[src/rtl/qam_pkg.sv]
// Shared constants and helpers for the QAM symbol path: legal bits-per-symbol
// range, a constant clog2 and a binary-to-Gray conversion.
package qam_pkg;

    localparam int BPS_MIN = 2;
    localparam int BPS_MAX = 8;

    function automatic int clog2(input int value);
        int r;
        r = 0;
        while ((1 << r) < value) begin
            r = r + 1;
        end
        return r;
    endfunction

    // Zero-extended inputs give the same low Gray bits as the narrow value.
    function automatic logic [BPS_MAX-1:0] bin2gray(input logic [BPS_MAX-1:0] bin);
        return bin ^ (bin >> 1);
    endfunction

endpackage

[src/rtl/s2p_gray_enc.sv]
// Combinational binary-to-Gray encoder for one half (I or Q) of a QAM symbol.
module s2p_gray_enc
    import qam_pkg::*;
#(
    parameter int W = 1
) (
    input  logic [W-1:0] bin,
    output logic [W-1:0] gray
);

    assign gray = W'(bin2gray(BPS_MAX'(bin)));

endmodule

[src/rtl/s2p_symbol_packer.sv]
// Serial-to-parallel QAM symbol packer with frame alignment and one-cycle valid pulse.
// Define S2P_GRAY_MAP_EN to Gray-map the I/Q halves; symbol itself always stays raw.
module s2p_symbol_packer
    import qam_pkg::*;
#(
    parameter int BITS_PER_SYM = 2,
    parameter int MSB_FIRST    = 1
) (
    input  logic                             clock,
    input  logic                             reset,
    input  logic                             data_in,
    input  logic                             data_change,
    input  logic                             sym_sync,
    output logic [BITS_PER_SYM-1:0]          symbol,
    output logic [BITS_PER_SYM/2-1:0]        sym_i,
    output logic [BITS_PER_SYM/2-1:0]        sym_q,
    output logic                             symbol_valid,
    output logic [clog2(BITS_PER_SYM)-1:0]   bit_cnt
);

    localparam int H  = BITS_PER_SYM / 2;
    localparam int CW = clog2(BITS_PER_SYM);
    localparam logic [CW-1:0] LAST = CW'(BITS_PER_SYM - 1);

    logic [BITS_PER_SYM-1:0] shreg;
    logic [BITS_PER_SYM-1:0] shifted;
    logic [BITS_PER_SYM-1:0] fresh;
    logic                    complete;

    // fresh is the register image after a sync strobe: only the first bit present.
    always_comb begin
        shifted = '0;
        fresh   = '0;
        if (MSB_FIRST != 0) begin
            shifted = {shreg[BITS_PER_SYM-2:0], data_in};
            fresh   = {{(BITS_PER_SYM-1){1'b0}}, data_in};
        end else begin
            shifted = {data_in, shreg[BITS_PER_SYM-1:1]};
            fresh   = {data_in, {(BITS_PER_SYM-1){1'b0}}};
        end
    end

    assign complete = data_change && !sym_sync && (bit_cnt == LAST);

    always_ff @(posedge clock) begin
        if (reset) begin
            shreg        <= '0;
            bit_cnt      <= '0;
            symbol       <= '0;
            symbol_valid <= 1'b0;
        end else begin
            symbol_valid <= complete;
            if (sym_sync) begin
                shreg   <= data_change ? fresh : '0;
                bit_cnt <= data_change ? CW'(1) : '0;
            end else if (data_change) begin
                shreg   <= shifted;
                bit_cnt <= complete ? '0 : bit_cnt + CW'(1);
                if (complete) begin
                    symbol <= shifted;
                end
            end
        end
    end

`ifdef S2P_GRAY_MAP_EN
    s2p_gray_enc #(.W(H)) u_gray_i (
        .bin  (symbol[BITS_PER_SYM-1:H]),
        .gray (sym_i)
    );

    s2p_gray_enc #(.W(H)) u_gray_q (
        .bin  (symbol[H-1:0]),
        .gray (sym_q)
    );
`else
    assign sym_i = symbol[BITS_PER_SYM-1:H];
    assign sym_q = symbol[H-1:0];
`endif

endmodule
[config.mk]
export PLATFORM = sky130hd
export DESIGN_NAME = s2p_symbol_packer
export DESIGN_NICKNAME = d
export VERILOG_FILES = /design/src/rtl/qam_pkg.sv /design/src/rtl/s2p_gray_enc.sv /design/src/rtl/s2p_symbol_packer.sv
export SDC_FILE = /design/constraint.sdc
export NUM_CORES = 1
export LEC_CHECK = 0
export CAP_MARGIN = 20
export CORE_AREA = 2 2 39 41
export CTS_CLUSTER_SIZE = 10
export DETAILED_ROUTE_END_ITERATION = 16
export DIE_AREA = 0 0 41 43
export PLACE_DENSITY = 0.49
export SYNTH_ARGS = -nofsm -noshare
export SYNTH_HDL_FRONTEND = slang
export SYNTH_SLANG_ARGS = --single-unit
[constraint.sdc]
create_clock -name clock -period 0.8 [get_ports clock]
set_clock_uncertainty 0.05 [all_clocks]
set_input_delay 0.08 -clock clock [delete_from_list [all_inputs] [get_ports clock]]
set_output_delay 0.08 -clock clock [all_outputs]
set_load 0.005 [all_outputs]
After elaboration in Yosys (flattened, before gate mapping). Index checks and enable logic that the tools add are counted.

Register bits after elaboration: 5. Bits of input ports: 5. Output and inout bits: 6. Word-level logic and storage cells: 18.

$add $sub $neg: 1. Multiplexer cells: 7. Bitwise gates (word level): 1. Reduce and logical (&&, ||, !) cells: 5.

Operator list (count): $mux 1 (7); $reduce_and 3->1 (1); $logic_and 1x1->1 (2); $reduce_bool 2->1 (1); $add 1x1->1 const B (1); $logic_not 1->1 (1); $not 1->1 (1).

Depth between registers and ports, before layout. Gate-level depths: netlist (run 1).

Depth in word-level cells: 6. Gate-level depth with buffers: 3. Depth with buffers taken out: 3.

Worst setup path before layout (run 1). No wires, ideal clock.

Path kind: register -> register. Start point: register bit_cnt. End point: register symbol[0]. Library setup time: 114 ps. Data arrival time: 657 ps. Required time: 636 ps. Slack: -21 ps. Stages on the path, launching flop included: 4. Path buffers: 0. Period minus slack after synthesis: 821 ps. Cell sequence: dfxtp_1 -> nand3b_2 -> mux2i_1 -> nor2_1.

Longest elaborated chain between the ends: 2.

RTL lines: start: declaration (RTL line s2p_symbol_packer.sv:18) `output logic [clog2(BITS_PER_SYM)-1:0] bit_cnt`; start signal: assignment (RTL line s2p_symbol_packer.sv:55) `bit_cnt <= data_change ? CW'(1) : '0;`; start signal: assignment (RTL line s2p_symbol_packer.sv:58) `bit_cnt <= complete ? '0 : bit_cnt + CW'(1);`; $logic_and 1x1->1 (RTL line s2p_symbol_packer.sv:43) `assign complete = data_change && !sym_sync && (bit_cnt == LAST);`; $reduce_and 3->1 (no line); end signal: assignment (RTL line s2p_symbol_packer.sv:60) `symbol <= shifted;`; end: declaration (RTL line s2p_symbol_packer.sv:14) `output logic [BITS_PER_SYM-1:0] symbol,`.

Every way passes these cells. A chain may end at the register's enable or synchronous reset.

Worst setup path after layout (run 1).
Start point: register bit_cnt. End point: register bit_cnt.

Longest elaborated chain between the ends: 4. Elaborated cells between the ends (all ways): 5. Those cells by class: 1 x add/sub; 3 x mux; 1 x reduce/logical.

RTL lines: $add 1x1->1 or $logic_and 1x1->1 (tied branches) (RTL line s2p_symbol_packer.sv:58, s2p_symbol_packer.sv:43); $mux 1 * (RTL line s2p_symbol_packer.sv:58); $mux 1 * (RTL line s2p_symbol_packer.sv:56) `end else if (data_change) begin`; $mux 1 * (RTL line s2p_symbol_packer.sv:53) `if (sym_sync) begin`.

Mark *: on every way between the ends. The rest lies on a longest branch, timed or not. The select of a mux whose other input is x is not followed.

==> results summary, run 1 <==
The run finished, with violations left. The final reports fail on setup timing. The worst setup path is of the reg2reg kind. The final max-slew violation count came out at 0. The count of buffers from port buffering is 10. The data arrival time of the worst path is 0.94 ns. The number of antenna violations at the first check in global routing is 0. Clock tree synthesis found a total of 5 sinks.

Of all nets on the critical path, the largest fanout is 3. The number of vias per cell after detailed routing is roughly 3.8. Max-cap violations in this run came to 0. The worst setup path is captured at a flop. The effective utilization at floorplan is 14.0%. Summed over all layers, the global routing overflow is 0.

The worst setup path is launched from a flop. The pre-CTS worst setup slack is -0.380 ns. After layout, the worst path uses 108% of the clock period. The transition time of the tightest slew-check pin came out at 0.221 ns. The core region is 1380 um^2. The power density over the cells came out at 1850 nW/um^2. The number of warning messages in the yosys log came out at 0. The clock tree from TritonCTS is done. The routed layout has 184 vias.

The die covers 1760 um^2. The count of mapped cells out of synthesis came out at 19. The distinct cell type count of the synthesized netlist is 9.

The number of nets in the synthesized netlist came out at 24. The register bit count reported by yosys came out at 5. The final count of hold timing violations is 0. The first global-routing pass estimated 807 um of wire.

The source-to-sink clock delay at the later pin of the worst-skew pair is 0.24 ns. The maximum ir drop on the vdd rail came out at 0.000595 V. The antenna diode instance count came out at 0. Summing every instance area after synthesis gives 194 um^2.

The buffer levels on the longest clock path came out at 2. Of the cells placed in the final design, the portion with a size suffix greater than 1 is 45.5%. Setup violations remaining at the end of the flow were counted as 8. The boundary pin count came out at 11. In the routed design, unresolved DRC markers number 0. The site row count came out at 14. The post-synthesis sequential area ratio came out at 51.6%. The overall routing resource usage is 7.65%. For this design the static power due to leakage is 0.177 nW. The minimum period implied by the final worst setup slack came out at 0.863 ns. The accumulated negative setup slack is -0.216 ns. The final layout contains 39 nets. The clock slew at the register clock pins of the worst setup and hold paths came out at 0.04 ns.

Setup repair after global routing could not meet its margin everywhere. The average cell area after synthesis is just over 10 um^2. The area added between synthesis and finish came out at 74.8%. The min-delay analysis places its worst path in the category in2reg. The number of iterations in the first detailed-routing pass came out at 2. The post-route cell area came out at 339 um^2. At the worst endpoint, the required time is a little under 0.9 ns.

The initial DRC count came out at 4. The tree is rooted in a sky130_fd_sc_hd__clkbuf_4. The number of nets with antenna violations after detailed routing is 0.

The peak clock frequency supported by timing came out at 1160 MHz. After clock tree synthesis, the flow added hold-fix buffers numbering 0. The setup slack of the critical path after layout is -0.0626 ns. The instance area at placement came out at ~300 um^2. The routed wire length per instance is about 9 um. Headroom to the max-slew limit came out at 85.3%. The final routed wirelength across all metal layers is 442 um.

Buffers inserted during clock tree synthesis total 3. The via count of the first global-routing pass came out at 199. The largest net degree at the start of global routing is 6. The last weighted congestion value of the routability-driven placer came out at roughly 0.63.

The H-tree depth reported by CTS is 1. The die is 41 um wide. The floorplan die height came out at 43 um.
per-stage QoR:
stage	hold WS [ns]	std cells	total power, W	utilization [%]
final	0.265	49	0.000626	24.5
after global routing	0.282	49	0.000673	24.5
after CTS	0.255	49	0.000635	23.1
after detailed placement	0.443	43	0.000336	21.7
after global placement	0.413	43	0.000333	21.7
after floorplan	0.0950	19	0.000292	-
repair_timing:
item / 4_1_cts / 5_1_grt
cloned: 0 / 0
setup buffers: 2 / 0
pin swaps: 0 / 1
endpoints found under the setup margin: 9 / 10
resized for setup: 27 / 3
kinds of logic (layout without fill, tap and decap cells):
group / count (synthesis) / in the layout / synth area share (%)
buf+inv: 2 / 16 / 7.74
flops: 5 / 5 / 51.6
compound gates: 1 / 1 / 2.58
xor+xnor: 1 / 1 / 4.52
simple gates: 8 / 8 / 23.2
mux: 2 / 2 / 10.3
critical path: stages, from the launching register on:
cell and delay [ns]:
sky130_fd_sc_hd__dfxtp_2 0.33, sky130_fd_sc_hd__and2b_1 0.16, sky130_fd_sc_hd__xnor2_1 0.15, sky130_fd_sc_hd__nor2_1 0.05
placed cells by master, fill, tap and decap left out, types with 2 or more instances in the layout:
cell                              netlist  layout
sky130_fd_sc_hd__dfxtp_2                0       3
sky130_fd_sc_hd__nor2_1                 5       5
sky130_fd_sc_hd__dfxtp_1                5       2
sky130_fd_sc_hd__dlygate4sd2_1          0       2
sky130_fd_sc_hd__mux2i_1                2       2
sky130_fd_sc_hd__buf_4                  2       2
sky130_fd_sc_hd__buf_2                  0       3
sky130_fd_sc_hd__buf_6                  0       3
sky130_fd_sc_hd__clkbuf_4               0       3
sky130_fd_sc_hd__clkdlybuf4s50_1        0       2
sequential cells by signal, indices dropped and copies added (netlist names):
name / flops
bit_cnt: 1
symbol: 2
shreg: 1
symbol_valid: 1
worst paths after layout:
check	startpoint	endpoint	slack [ns]	cells after the start
worst min-delay path	sym_sync	symbol_valid$_SDFF_PP0_	0.26	3
worst max register to register	bit_cnt$_SDFFE_PP0P_	bit_cnt$_SDFFE_PP0P_	-0.06	3
worst max-delay path	bit_cnt$_SDFFE_PP0P_	bit_cnt$_SDFFE_PP0P_	-0.06	3
worst min register to register	shreg[0]$_SDFFE_PP0P_	symbol[1]$_SDFFE_PP0P_	0.45	2
synthesized netlist by cell type:
cell,n,share of area [%]
sky130_fd_sc_hd__dfxtp_1,5,52
sky130_fd_sc_hd__nand3b_2,1,5.8
sky130_fd_sc_hd__mux2i_1,2,10
sky130_fd_sc_hd__xnor2_1,1,4.5
sky130_fd_sc_hd__buf_4,2,7.7
sky130_fd_sc_hd__a21oi_1,1,2.6
sky130_fd_sc_hd__and2b_1,1,3.9
sky130_fd_sc_hd__nor2_1,5,9.7
sky130_fd_sc_hd__nor3b_1,1,3.9
final cells by class:
type	count	area, um^2
flip-flops and latches	5	104
well taps	16	20.0
fillers	152	1040
repair buffers	12	101
multi-input cells	12	87.6
clock buffers	4	26.3
where the power goes:
part | internal [W] | total (W) | switching [W] | leakage [nW]
registers | 0.000260 | 0.000269 | 0.00000824 | 0.0421
logic | 0.0000386 | 0.0000620 | 0.0000234 | 0.120
clock network | 0.000189 | 0.000295 | 0.000106 | 0.0150
total | 0.000488 | 0.000626 | 0.000138 | 0.177
routing by layer:
metal / track usage, % / vias to the layer above / wire, um
li1: - / 88 / -
met2: 11.6 / 13 / 190
met4: 4.00 / 0 / 0
met1: 6.82 / 83 / 186
met5: 0 / - / 0
met3: 6.28 / 0 / 65
(Power assumes the default switching activity.)
==> inputs of run 2 (changes only) <==
--- a/config.mk
+++ b/config.mk
@@ -6,10 +6,10 @@
 export NUM_CORES = 1
 export LEC_CHECK = 0
 export CAP_MARGIN = 20
-export CORE_AREA = 2 2 39 41
+export CORE_AREA = 5 5 42 44
 export CTS_CLUSTER_SIZE = 10
 export DETAILED_ROUTE_END_ITERATION = 16
-export DIE_AREA = 0 0 41 43
+export DIE_AREA = 0 0 47 49
 export PLACE_DENSITY = 0.49
 export SYNTH_ARGS = -nofsm -noshare
 export SYNTH_HDL_FRONTEND = slang
==> results summary, run 2 (synthesis results as in run 1) <==
The last weighted congestion value of the routability-driven placer came out at 0.642. The routed wire length per instance came out at 8.71 um. The boundary pin count is 11. The buffer type at the clock tree root is sky130_fd_sc_hd__clkbuf_4. The final count of hold timing violations came out at 0. In this run the critical register-to-register path is captured at bit_cnt$_SDFFE_PP0P_. Counting cells, the worst reg-to-reg path comes to 3. Once placement finished, the instance area stood at 300 um^2. The top cell types in the final layout, fill and taps aside, are sky130_fd_sc_hd__nor2_1, sky130_fd_sc_hd__buf_6, sky130_fd_sc_hd__clkbuf_4. The minimum period implied by the final worst setup slack came out at approximately 0.86 ns. The power density over the cells came out at 1830 nW/um^2. The largest fanout on the critical path came out at 3.

The area used by multi-input combinational logic is 87.6 um^2. STA classifies the critical path startpoint as a flop. CTS saw 5 sinks. The source-to-sink clock delay at the later pin of the worst-skew pair is 0.24 ns. The fraction of final layout cells sized beyond drive strength 1 is between 40 and 50%.

The final-stage net count came out at 38. The count of cells along the worst hold path came out at 3. The worst setup path is captured at a flop. The register area came out at 106 um^2.

The repair_antennas step left the layout with diodes totalling 0. The maximum ir drop on the vdd rail is 0.000811 V. The filler cells instantiated in the layout total 158. The post-route cell area came out at 340 um^2. The worst hold path terminates at symbol_valid$_SDFF_PP0_. In this run the standard cell core region covers 1400 um^2.

The clock tree from TritonCTS is done. The count of maximum capacitance violations is 0. Data on the critical path arrives at its endpoint at about 0.94 ns. Entering global routing, the biggest net connects 6 pins. The worst register-to-register path begins at bit_cnt$_SDFFE_PP0P_. The first-pass GRT wire length came out at roughly 850 um. The setup slack of the critical path after layout is -0.0599 ns. The area added between synthesis and finish came out at 75.5%. Setup repair after global routing could not meet its margin everywhere. The data required time of the worst path came out at about 0.88 ns. The peak clock frequency supported by timing is approximately 1200 MHz.

The peak per-stage delay on the critical path is approximately 0.35 ns. For this configuration, the core starts out at a cell density of 13.8%. The worst pin sits at a relative slew slack of a little under nine tenths. Measured along the x axis, the die boundary spans 47 um. By startpoint and endpoint, the worst setup path is classified as reg2reg. The routed via count came out at 172. The count of endpoints failing setup in the final report is 8.

The worst hold path begins at sym_sync. The min-delay analysis places its worst path in the category in2reg. The full die area is around 2300 um^2. The via count of the first global-routing pass came out at 194. The clock slew at the register clock pins of the worst setup and hold paths came out at 0.04 ns.

The commonest non-fill, non-tap cell in the layout is sky130_fd_sc_hd__nor2_1. The overflow left after global routing is 0. The register with the most flip-flops in the final layout is symbol. The site row count is 14. In the final timing run, aggregate negative setup slack is -0.207 ns. The number of antenna violations at the first check in global routing was 0. The number of flip-flops under the largest register name is 2. Traced cell by cell, the critical path runs through and2b_1 > xnor2_1 > nor2_1. Dividing the detail-routed via count by the number of cells gives 3.58. From bottom edge to top edge, the die measures 49 um. The static leakage came out at about 0.17 nW. At the pin with the least slew margin, the transition time is 0.214 ns. Among all stages on the critical path, the largest delay is contributed by sky130_fd_sc_hd__dfxtp_4. The post-route clock period utilization is 107%.

The number of nets with antenna violations after detailed routing came out at 0. After detailed routing, the number of remaining DRC violations is 0. The number of buffers created by CTS came out at 3. The initial DRC count came out at 0.

The setup slack on the worst flop-to-flop path came out at -0.06 ns. The H-tree depth reported by CTS is 1. The critical path's top delay family is flip-flops. The run finished, with violations left. Counting along the longest clock path gives a buffer depth of 2. The number of iterations in the first detailed-routing pass came out at 1. The number of buffers and inverters on the critical path came out at 0. The final routed wirelength across all metal layers came out at 418 um. The count of buffers from port buffering is 10. The final max-slew violation count is 0. The overall routing resource usage came out at 5.57%. The checks that failed: setup timing.
[run 2: what timing repair did]
item | 4_1_cts | 5_1_grt
buffers inserted | 1 | 0
pin swaps | 0 | 1
gates resized for setup | 30 | 4
endpoints found under the hold margin | 0 | 0
hold buffers | 0 | 0
endpoints found under the setup margin | 9 | 10
[run 2: worst max path at each step]
stage                          from                      to  cells past startpoint
2_1_floorplan  bit_cnt$_SDFFE_PP0P_  symbol[0]$_SDFFE_PP0P_                      3
3_3_place_gp            data_change  symbol[0]$_SDFFE_PP0P_                      4
3_5_place_dp            data_change  symbol[1]$_SDFFE_PP0P_                      4
4_1_cts        bit_cnt$_SDFFE_PP0P_    bit_cnt$_SDFFE_PP0P_                      3
5_1_grt        bit_cnt$_SDFFE_PP0P_  symbol[1]$_SDFFE_PP0P_                      3
6_report       bit_cnt$_SDFFE_PP0P_    bit_cnt$_SDFFE_PP0P_                      3
[run 2: worst register-to-register path, cell delays in order (launching register included)]
cell and delay [ns]:
sky130_fd_sc_hd__dfxtp_4 0.35, sky130_fd_sc_hd__and2b_1 0.16, sky130_fd_sc_hd__xnor2_1 0.14, sky130_fd_sc_hd__nor2_1 0.05
[run 2: final cells by class]
cell class,count,share of cell area [%]
tap,16,5.88
timing repair buffer,11,29.4
sequential,5,31.3
clock buffer,4,7.72
multi-input combinational,12,25.7
[run 2: through the flow]
stage               cells  setup WS [ns]  utilization, %  hold slack, ns  total power, W
global placement       43         -0.329            21.4           0.423        0.000333
CTS                    48        -0.0594            22.8           0.256        0.000641
global route           48         -0.121            24.3           0.288        0.000687
finish                 48        -0.0599            24.3           0.259        0.000623
detailed placement     43         -0.359            21.4           0.443        0.000336
floorplan              19       -0.00359               -          0.0950        0.000292
[run 2: routing by layer]
metal | global-route usage (%) | vias up | share of wire, %
met5 | 0 | - | 0
met1 | 5.74 | 72 | 39
met4 | 1.38 | 0 | 0
met3 | 7.75 | 0 | 24
met2 | 6.56 | 14 | 36
li1 | - | 86 | -
[run 2: where the power goes]
part           switching (W)  internal (W)  total (W)
Sequential        0.00000824      0.000259   0.000268
Clock               0.000103      0.000189   0.000292
Combinational      0.0000226     0.0000409  0.0000635
==> inputs of run 3 (changes only) <==
--- a/config.mk
+++ b/config.mk
@@ -10,7 +10,7 @@
 export CTS_CLUSTER_SIZE = 10
 export DETAILED_ROUTE_END_ITERATION = 16
 export DIE_AREA = 0 0 47 49
-export PLACE_DENSITY = 0.49
+export PLACE_DENSITY = 0.38
 export SYNTH_ARGS = -nofsm -noshare
 export SYNTH_HDL_FRONTEND = slang
 export SYNTH_SLANG_ARGS = --single-unit
==> results summary, run 3 (synthesis results as in run 1) <==
The flow ran to the end, but the final reports show violations. The final reports fail on setup timing. The commonest non-fill, non-tap cell in the layout is sky130_fd_sc_hd__nor2_1.

The clock sink total is 5. The count of buffers from port buffering came out at 10. For the worst setup path, the data required time is 0.67 ns. The data arrival time of the worst path is 0.72 ns. The final worst hold slack is 0.267 ns. The number of buffers and inverters on the critical path is 1. The final max-slew violation count came out at 0. The remaining routing DRC violations came out at 0. Dividing the final minimum period by the clock period gives 107%. The peak per-stage delay on the critical path came out at 0.36 ns. STA classifies the critical path startpoint as a flop. The repair_antennas step left the layout with diodes totalling 0. The core region area is 1400 um^2. The number of iterations in the first detailed-routing pass came out at 1.

The instance area at placement came out at approximately 310 um^2. The post-route core utilization is 24.2%. The number of nets with antenna violations after detailed routing came out at 0. The number of antenna violations at the first check in global routing came out at 0.

In this run, the number of DRC markers left after iteration 0 of detailed routing was 0. The slowest stage of the critical path belongs to the cell sky130_fd_sc_hd__dfxtp_2. The overall routing resource usage is 4.86%.

The maximum ir drop on the vdd rail is about 0.00053 V. The routed wire length per instance came out at 8.47 um. The critical path's top delay family is flip-flops. The most flop-heavy register is symbol. The last weighted congestion value of the routability-driven placer came out at between 0.6 and 0.7.

From left edge to right edge, the die measures 47 um. The minimum period implied by the final worst setup slack is 0.853 ns. The final count of hold timing violations is 0. The count of maximum capacitance violations is 0.

The first-pass GRT wire length is 717 um. The peak clock frequency supported by timing came out at 1170 MHz. The number of buffers created by CTS came out at 3. For this block, the via count after detailed routing is 178.

In this run the worst hold path is classified as in2reg. The top cell types in the final layout, fill and taps aside, are sky130_fd_sc_hd__nor2_1, sky130_fd_sc_hd__dfxtp_2, sky130_fd_sc_hd__buf_2, sky130_fd_sc_hd__clkbuf_4. The transition time of the tightest slew-check pin came out at 0.233 ns. The full die area is 2300 um^2. The worst setup path is captured at an output pin.

The via count of the first global-routing pass is between 150 and 200. Along the worst path, the maximum fanout reaches 3. The largest net degree at the start of global routing came out at 6.

The number of vias per cell after detailed routing came out at 3.63. Traced cell by cell, the critical path runs through buf_2. The count of endpoints failing setup in the final report came out at 8. The power density over the cells is 1870 nW/um^2. Pin placement for this block handled 11 I/O pins. The floorplan die height is 49 um.

The worst pin sits at a relative slew slack of 84.5%. The static leakage is 0.178 nW. Summed over all layers, the routed wires come to 415 um. The setup slack of the critical path after layout is -0.0529 ns. Clock-pin slew was measured on the worst setup and hold paths at 0.05 ns. The overflow left after global routing is 0.

The buffer levels on the longest clock path is 2. The source-to-sink clock delay at the later pin of the worst-skew pair came out at 0.25 ns. The setup path with the least slack is of type reg2out.

The post-route cell area came out at 339 um^2. The register with the most flip-flops in the layout has 2 of them. At the end of the flow, the number of nets in the layout was 39. The half-perimeter wire length of the detailed placement result is 317 um. The clock tree from TritonCTS is done.

The site row count is 14. The number of hold buffers added after CTS was 0. The H-tree depth reported by CTS is 1.

Setup repair after global routing could not meet its margin everywhere. The accumulated negative setup slack came out at -0.206 ns. The buffer type at the clock tree root is sky130_fd_sc_hd__clkbuf_4. The effective utilization at floorplan is approximately 14%. The area added between synthesis and finish is 74.8%. In the final layout, the share of cells above drive strength 1 is 51.5%.
run 3: changes by cell type in the layout (fill, tap and decap cells not counted):
cell / before / now
sky130_fd_sc_hd__nor3b_2: 0 / 1
sky130_fd_sc_hd__buf_4: 1 / 2
sky130_fd_sc_hd__dfxtp_4: 1 / 0
sky130_fd_sc_hd__buf_2: 2 / 4
sky130_fd_sc_hd__dfxtp_2: 2 / 4
sky130_fd_sc_hd__nor3b_1: 1 / 0
sky130_fd_sc_hd__dfxtp_1: 2 / 1
sky130_fd_sc_hd__buf_6: 4 / 2
run 3: timing repair:
| action | CTS | global route |
|---|---|---|
| setup endpoints to repair | 9 | 10 |
| pin swaps | 0 | 1 |
| cloned | 0 | 0 |
| setup buffers | 1 | 0 |
| resized for setup | 29 | 4 |
run 3: final timing paths:
path	endpoint	slack [ns]	cells after the start	start
max reg2reg	symbol[1]$_SDFFE_PP0P_	-0.04	3	bit_cnt$_SDFFE_PP0P_
min	symbol_valid$_SDFF_PP0_	0.27	3	sym_sync
min reg2reg	symbol[1]$_SDFFE_PP0P_	0.44	2	shreg[0]$_SDFFE_PP0P_
max	bit_cnt	-0.05	1	bit_cnt$_SDFFE_PP0P_
run 3: power breakdown:
part           leakage [nW]  internal [W]  switching, W
sequential           0.0425      0.000261    0.00000762
combinational         0.120     0.0000378     0.0000229
clock                0.0150      0.000189      0.000117
total                 0.178      0.000488      0.000148
run 3: layer usage:
layer	GRT usage (%)	wire, um	vias to the layer above
met5	0	0	-
met4	4.15	4	0
met3	4.80	83	2
met2	4.75	134	13
met1	5.73	192	75
li1	-	-	88
run 3: layout make-up:
| type | instances | area [um^2] |
|---|---|---|
| Clock buffer | 4 | 26.3 |
| Sequential cell | 5 | 105 |
| Multi-Input combinational cell | 12 | 92.6 |
| Fill cell | 161 | 1060 |
| Tap cell | 16 | 20.0 |
| Timing Repair Buffer | 12 | 95.1 |
run 3: stage by stage:
stage / setup WS, ns / std cells / power (W)
final: -0.0529 / 49 / 0.000635
after detailed placement: -0.362 / 44 / 0.000337
after global placement: -0.364 / 44 / 0.000338
after CTS: -0.0688 / 49 / 0.000648
after global routing: -0.104 / 49 / 0.000678
after floorplan: -0.00359 / 19 / 0.000292
run 3: worst reg2reg max path, cell delays in order (launching register included):
cell and delay [ns]:
sky130_fd_sc_hd__dfxtp_2 0.36, sky130_fd_sc_hd__nand3b_4 0.10, sky130_fd_sc_hd__mux2i_1 0.17, sky130_fd_sc_hd__nor2_1 0.05
